<file path="src/rtl/fifo_resp_unpack.sv">
// Splits 128-bit load responses into 64-bit elements in request order.
// Optional mshrid check: define FIFO_RESP_UNPACK_MSHR_CHECK_EN.
module fifo_resp_unpack #(
  parameter int META_DEPTH = 4,
  parameter int MSHRID_W   = 8
) (
  input  logic                clk,
  input  logic                reset,
  input  logic                meta_valid_i,
  output logic                meta_ready_o,
  input  logic                meta_offset_i,
  input  logic [1:0]          meta_count_i,
  input  logic [MSHRID_W-1:0] meta_mshrid_i,
  input  logic                ld_resp_valid_i,
  output logic                ld_resp_ready_o,
  input  logic [127:0]        ld_resp_data_i,
  input  logic [MSHRID_W-1:0] ld_resp_mshrid_i,
  output logic                data_valid_o,
  input  logic                data_ready_i,
  output logic [63:0]         data_o,
  output logic                mshr_err_o
);

  localparam int PTR_W = (META_DEPTH > 1) ? $clog2(META_DEPTH) : 1;
  localparam int OCC_W = $clog2(META_DEPTH) + 1;

  typedef enum logic {IDLE, EMIT} state_t;

  state_t           state_q;
  logic [PTR_W-1:0] head_q, tail_q;
  logic [OCC_W-1:0] occ_q;
  logic [127:0]     line_q;
  logic             idx_q;
  logic [1:0]       rem_q;

  logic             meta_off_q [META_DEPTH];
  logic [1:0]       meta_cnt_q [META_DEPTH];

  logic             push, pop, data_hs, meta_nonempty;
  logic [1:0]       cnt_sat, cnt_eff;
  logic [PTR_W-1:0] head_nxt, tail_nxt;

  assign meta_nonempty   = (occ_q != '0);
  assign meta_ready_o    = (occ_q != OCC_W'(META_DEPTH));
  assign push            = meta_valid_i && meta_ready_o;
  assign ld_resp_ready_o = meta_nonempty &&
                           ((state_q == IDLE) ||
                            ((state_q == EMIT) && (rem_q == 2'd1) && data_ready_i));
  assign pop             = ld_resp_valid_i && ld_resp_ready_o;
  assign data_valid_o    = (state_q == EMIT);
  assign data_hs         = data_valid_o && data_ready_i;
  assign data_o          = idx_q ? line_q[127:64] : line_q[63:0];

  assign head_nxt = (head_q == PTR_W'(META_DEPTH - 1)) ? '0 : head_q + 1'b1;
  assign tail_nxt = (tail_q == PTR_W'(META_DEPTH - 1)) ? '0 : tail_q + 1'b1;

  // count 3 saturates to 2; an upper-half start can only yield one element
  always_comb begin
    cnt_sat = (meta_cnt_q[head_q] == 2'd3) ? 2'd2 : meta_cnt_q[head_q];
    cnt_eff = (meta_off_q[head_q] && cnt_sat == 2'd2) ? 2'd1 : cnt_sat;
  end

  always_ff @(posedge clk) begin
    if (push) begin
      meta_off_q[tail_q] <= meta_offset_i;
      meta_cnt_q[tail_q] <= meta_count_i;
    end
  end

`ifdef FIFO_RESP_UNPACK_MSHR_CHECK_EN
  logic [MSHRID_W-1:0] meta_mshrid_q [META_DEPTH];
  logic                err_q;

  always_ff @(posedge clk) begin
    if (push) meta_mshrid_q[tail_q] <= meta_mshrid_i;
  end

  always_ff @(posedge clk) begin
    if (reset)
      err_q <= 1'b0;
    else if (pop && (ld_resp_mshrid_i != meta_mshrid_q[head_q]))
      err_q <= 1'b1;
  end

  assign mshr_err_o = err_q;
`else
  logic unused_mshrid;
  assign unused_mshrid = ^{meta_mshrid_i, ld_resp_mshrid_i};
  assign mshr_err_o    = 1'b0;
`endif

  always_ff @(posedge clk) begin
    if (reset) begin
      state_q <= IDLE;
      head_q  <= '0;
      tail_q  <= '0;
      occ_q   <= '0;
      line_q  <= '0;
      idx_q   <= 1'b0;
      rem_q   <= 2'd0;
    end else begin
      if (push) tail_q <= tail_nxt;
      if (pop)  head_q <= head_nxt;
      case ({push, pop})
        2'b10:   occ_q <= occ_q + 1'b1;
        2'b01:   occ_q <= occ_q - 1'b1;
        default: occ_q <= occ_q;
      endcase

      // a response accepted with the final element takes over the line registers
      if (pop) begin
        line_q  <= ld_resp_data_i;
        idx_q   <= meta_off_q[head_q];
        rem_q   <= cnt_eff;
        state_q <= (cnt_eff != 2'd0) ? EMIT : IDLE;
      end else if (data_hs) begin
        idx_q <= ~idx_q;
        rem_q <= rem_q - 2'd1;
        if (rem_q == 2'd1) state_q <= IDLE;
      end
    end
  end

endmodule
</file>
<file path="config.mk">
export PLATFORM = sky130hd
export DESIGN_NAME = fifo_resp_unpack
export DESIGN_NICKNAME = d
export VERILOG_FILES = /design/src/rtl/fifo_resp_unpack.sv
export SDC_FILE = /design/constraint.sdc
export NUM_CORES = 1
export LEC_CHECK = 0
export CAP_MARGIN = 20
export CORE_MARGIN = 2
export CORE_UTILIZATION = 48
export CTS_CLUSTER_SIZE = 14
export DETAILED_ROUTE_END_ITERATION = 6
export GPL_ROUTABILITY_DRIVEN = 0
export PLACE_DENSITY_LB_ADDON = 0.15
export SLEW_MARGIN = 40
export SYNTH_ARGS = -nofsm -noshare
export SYNTH_HDL_FRONTEND = slang
export SYNTH_SLANG_ARGS = --single-unit
</file>
<file path="constraint.sdc">
create_clock -name clk -period 2.9 [get_ports clk]
set_input_delay 0.58 -clock clk [delete_from_list [all_inputs] [get_ports clk]]
set_output_delay 0.58 -clock clk [all_outputs]
set_load 0.05 [all_outputs]
</file>
==> flow_metrics.tcl, run 1 <==
set metrics [dict create \
    status "complete, no violations" \
    diodes 0 \
    grt_max_degree 135 \
    synthToLayoutAreaGrowth_pct 33.41 \
    cts.sinks 153 \
    drt-initial-drc-count 611 \
    r2r_start "occ_q[2]" \
    fin_setup_tns_ns 0 \
    cp.buffers_inverters 2 \
    yosys.cell_types.count 40 \
    critPathMaxFanout 50 \
    wl_per_cell_um 19.28 \
    rr_worst_depth 8 \
    initial_core_util_pct 48.71 \
    cts_inserted_buffers 17 \
    final_nets 1070 \
    synth_area_per_cell_um2 9.376 \
    clockBufferDepth 2 \
    rsz0062_at_grt "no" \
    path_cells "buf_12 -> mux2_2 -> clkdlybuf4s50_1" \
    ir_drop_uv 1003 \
    fin_skew_ns 0.004913 \
    whs_endpoint "line_q[47]" \
    reg2reg_to "occ_q[2]" \
    path_delay_family "buffers and inverters" \
    fin_crit_sh_pct 94.65 \
    slew_headroom_pct 51.62 \
    track_usage_pct 25.84 \
    synth_edf_count 12 \
    syn_area_um2 7351 \
    async_flop_share_pct 0 \
    crit_type "register to output port" \
    ios 220 \
    p_total_uw 9811 \
    die_width_um 127.8 \
    finalHoldWorstSlack_ns 0.4635 \
    maxCapViolations 0 \
    cts_tree "built" \
    via_count 7014 \
    endpoint_kind "output port" \
    p_leak_uw 0.003484 \
    postCtsSetupRepairBufs 0 \
    core_area_um2 15090 \
    synth_ff_type "dfxtp_1" \
    drv_slew 0 \
    root_buffer "clkbuf_16" \
    clkLatencyLatePin_ns 0.41 \
    path_clk_slew_ns 0.06 \
    grt_pass1_wl_mm 34.60 \
    ctsHoldBuffers 0 \
    ys_seq_area_share_pct 43.30 \
    r2r_setup_slack_ns 0.49 \
    antenna_found_initial 0 \
    grt_pass1_vias 7004 \
    setup_viol 0 \
    place.port_buffers 202 \
    post_dp_cell_area_um2 9259 \
    finalCriticalPeriod_ns 2.745 \
    holdPathStages 2 \
    ys_ff_latch 153 \
    dp_hpwl_mm 12.52 \
    drive_above_1_share_pct 16.58 \
    ys_warn_count 0 \
    syn-num-nets 944 \
    wl_mm 21.42 \
    post_cts_resized 0 \
    min_from "line_q[47]" \
    row_count 45 \
    hold_viol_final 0 \
    cp_slowest_stage_delay_ns 0.70 \
    cts_max_level 4 \
    fin_area_um2 9807 \
    die_area_um2 16320 \
    final_antenna_net_count 0 \
    tightestPinTransition_ns 0.7258 \
    dr.pass1.iters 4 \
    post-route-drc-count 0 \
    hp-class "register to register" \
    arrival_ns 2.16 \
    avgViaCountPerCell 6.313 \
    cp-start-kind "register" \
    clock.fmax_mhz 364.3 \
    cpMaxStageDelayCell "clkdlybuf4s50_1" \
    fill_cells 1210 \
    power.density_nw_per_um2 1000 \
    fp.dieH_um 127.8 \
    syn_inst 784 \
    cp.required_ns 2.32 \
    overflow 0 \
]
## layer usage
metal | global-route usage, % | part of all wire [%] | up-vias
met5 | 0 | 0 | -
met4 | 11.89 | 2.8 | 0
met3 | 4.758 | 5.9 | 45
met2 | 41.99 | 48 | 286
met1 | 33.50 | 43 | 3368
li1 | - | - | 3315
## state kept, by name, indices dropped and copies added, names as in the netlist, named ones only
register and flops:
line_q 128, meta_cnt_q 8, meta_off_q 4, occ_q 3, head_q 2, rem_q 2
tail_q 2, data_valid_o 1, idx_q 1
## synth_stat cells (5+ instances only)
library cell  count  area [um^2]
buf_1             8        30.03
buf_2            40        200.2
inv_1             6        22.52
dfxtp_1         141         2823
clkbuf_1         61        229.0
nand4_1         130        813.3
nor2_1            6        22.52
ha_1              7        87.58
o31ai_1         130        975.9
mux2_2           64        720.7
a21oi_1         135        675.7
and3_1            5        31.28
edfxtp_1         12        360.4
## power by group
group | switching [uW] | internal [uW]
registers | 254 | 2590
logic | 3310 | 1580
clock network | 822 | 1250
## worst max-delay path by stage
stage	from	end	slack, ns	cells past startpoint
floorplan	occ_q[0]	occ_q[2]	0.44	9
global placement	data_ready_i	occ_q[2]	0.22	10
detailed placement	data_ready_i	occ_q[2]	0.14	10
CTS	idx_q	data_o[32]	0.14	3
global route	idx_q	data_o[28]	0.09	3
finish	idx_q	data_o[32]	0.16	3
## cell usage in the layout, fill, tap and decap left out, types with 2 or more instances in the layout
cell	netlist	layout
a21o_1	3	3
and3_1	5	5
clkinv_1	1	2
edfxtp_1	12	12
clkbuf_16	0	17
nand2_1	2	2
ha_1	7	7
clkdlybuf4s50_1	0	169
clkinv_2	0	4
nand4_1	130	130
inv_1	6	6
a211oi_2	2	2
buf_4	2	45
mux4_2	3	3
a21oi_1	135	135
clkbuf_1	61	5
xor2_1	3	3
buf_12	0	5
bufinv_16	0	2
mux2_2	64	64
nand3_1	3	3
nor2_1	6	6
dfxtp_1	141	140
o31ai_1	130	130
## stage by stage
stage | setup slack [ns] | util (%) | instances
2_1_floorplan | 0.4399 | - | 784
3_3_place_gp | 0.2217 | 61.36 | 1079
3_5_place_dp | 0.1380 | 61.36 | 1079
4_1_cts | 0.1363 | 64.99 | 1111
5_1_grt | 0.09154 | 64.99 | 1111
6_report | 0.1552 | 64.99 | 1111
## tightest hold or removal path: stages (launching register included)
cell and delay, ns:
dfxtp_1 0.30, o31ai_1 0.06, a21oi_1 0.06
## final cells by class
cell class	instances	area, um^2	share of cell area [%]
repair buffers	219	2130	21.71
clock inverters	10	103.9	1.059
clock buffers	22	444.2	4.529
inverters	8	32.53	0.3317
well taps	188	235.2	2.399
multi-input cells	511	3677	37.50
flip-flops and latches	153	3184	32.47
## logic make-up (layout without fill, tap and decap cells)
logic type / Yosys count / in the layout / synth area share, %
muxes: 68 / 68 / 10.86
and+or+nand+nor: 153 / 153 / 12.83
buffers and inverters: 120 / 259 / 7.013
DFF: 153 / 153 / 43.30
other: 1 / 1 / 0.05101
xor gates and xnor gates: 3 / 3 / 0.3575
AOI/OAI and AO/OA: 278 / 278 / 24.12
adders and majority gates: 8 / 8 / 1.464
Power figures use the tool's default switching activity.
==> run 2, diff against run 1 <==
--- a/config.mk
+++ b/config.mk
@@ -7,7 +7,7 @@
 export LEC_CHECK = 0
 export CAP_MARGIN = 20
 export CORE_MARGIN = 2
-export CORE_UTILIZATION = 48
+export CORE_UTILIZATION = 43
 export CTS_CLUSTER_SIZE = 14
 export DETAILED_ROUTE_END_ITERATION = 6
 export GPL_ROUTABILITY_DRIVEN = 0
==> constraint.sdc (replaced) <==
create_clock -name clk -period 2.4 [get_ports clk]
set_input_delay 0.48 -clock clk [delete_from_list [all_inputs] [get_ports clk]]
set_output_delay 0.48 -clock clk [all_outputs]
set_load 0.05 [all_outputs]
==> flow_metrics.tcl, run 2 (synthesis gave the netlist of run 1 again) <==
set metrics [dict create \
    seqPwrFrac_pct 27.9 \
    arrival_ns 2.58 \
    mostFrequentLayoutCell "dfxtp_1" \
    dp_hpwl_mm 12.93 \
    intPower_uw 6913 \
    final_cell_mix "dfxtp_1 (138), a21oi_1 (135), clkdlybuf4s50_1 (134)" \
    clkLatencyLatePin_ns 0.42 \
    top_register "line_q" \
    grt_max_degree 140 \
    finalHoldWorstSlack_ns 0.4664 \
    final_nets 1074 \
    wl_per_cell_um 19.07 \
    die_area_um2 18160 \
    dr.pass1.iters 6 \
    antenna_found_initial 0 \
    cp-start-kind "register" \
    placed_cells 1115 \
    fp.dieH_um 134.7 \
    initial_core_util_pct 44.17 \
    combPwrFrac_pct 48.4 \
    largest_reg_flops 128 \
    grt_pass1_wl_mm 34.33 \
    wl_mm 21.87 \
    post-route-drc-count 0 \
    via_count 7033 \
    final_antenna_net_count 0 \
    cts_max_level 4 \
    switching_power_uw 5416 \
    fin_cells 1147 \
    cts_tree "built" \
    place.port_buffers 202 \
    synthToLayoutAreaGrowth_pct 34.96 \
    fin_skew_ns 0.005447 \
    drt-initial-drc-count 547 \
    row_count 47 \
    critPathMaxFanout 5 \
    fin_crit_sh_pct 93.58 \
    hold_viol_final 0 \
    fin_util_pct 59.61 \
    maxCapViolations 0 \
    setup_viol 0 \
    grt_pass1_vias 6925 \
    power.density_nw_per_um2 1243 \
    fin_setup_tns_ns 0 \
    drv_slew 0 \
    drive_above_1_share_pct 21.68 \
    cp.required_ns 2.73 \
    hp-class "register to register" \
    die_width_um 134.7 \
    path_clk_slew_ns 0.06 \
    status "complete, no violations" \
    root_buffer "clkbuf_16" \
    avgViaCountPerCell 6.132 \
    slew_headroom_pct 41.74 \
    endpoint_kind "register" \
    postCtsSetupRepairBufs 0 \
    tightestPinTransition_ns 0.8738 \
    post_dp_cell_area_um2 9268 \
    cts_inserted_buffers 17 \
    swShare_pct 43.93 \
    crit_type "register to register" \
    track_usage_pct 23.09 \
    diodes 0 \
    finalCriticalPeriod_ns 2.246 \
    clock_power_share_pct 23.7 \
    reg_top3 "line_q: 128 flops, meta_cnt_q: 8 flops, meta_off_q: 4 flops" \
    rsz0062_at_grt "no" \
    cts.sinks 153 \
    overflow 0 \
    clockBufferDepth 2 \
    ir_drop_uv 890.7 \
    core_area_um2 16640 \
    p_leak_uw 0.003630 \
    fin_area_um2 9921 \
    clock.fmax_mhz 445.2 \
    ios 220 \
]
run 2: path summary, 6_finish.rpt:
path | from | to | slack [ns] | depth (start not counted)
worst min-delay path | line_q[73] | line_q[73] | 0.47 | 2
worst min register to register | line_q[73] | line_q[73] | 0.47 | 2
worst max-delay path | occ_q[0] | occ_q[2] | 0.15 | 8
worst max register to register | occ_q[0] | occ_q[2] | 0.15 | 8
run 2: routing by layer:
metal  GRT usage, %  part of all wire [%]
met4          7.719                   2.1
met1          29.72                    43
met3          5.105                   5.7
met2          38.47                    49
met5              0                     0
run 2: cell type report:
class,count,area [um^2]
multi-input combinational,511,3677
timing repair buffer,223,2097
sequential,153,3187
clock buffer,17,425.4
clock inverter,15,226.5
tap,220,275.3
fill,1394,6721
inverter,8,32.53
run 2: through the flow:
stage	setup slack [ns]	total power [uW]
global placement	-0.07087	9258
finish	0.1540	12330
detailed placement	-0.1765	9421
global route	0.02441	12940
CTS	0.08696	12370
floorplan	0.06147	7788
run 2: worst max-delay path, stage by stage, from the launching register on:
cell and delay [ns]:
dfxtp_1 0.37, or3b_1 0.46, nand2_1 0.11, ha_1 0.17, inv_1 0.05, fa_1 0.38
xor2_1 0.16, or3_1 0.31, a21oi_1 0.15
run 2: power by group through the flow:
stage	logic (uW)	registers [uW]	clock network, uW
floorplan	4390	3400	0
global placement	5820	3440	0
detailed placement	5930	3490	0
CTS	5960	3440	2980
global route	6330	3500	3110
finish	5960	3440	2930
run 2: repair_timing:
action / CTS / global route
hold buffers: 0 / 0
endpoints found under the setup margin: 0 / 1
gates resized for setup: 0 / 1
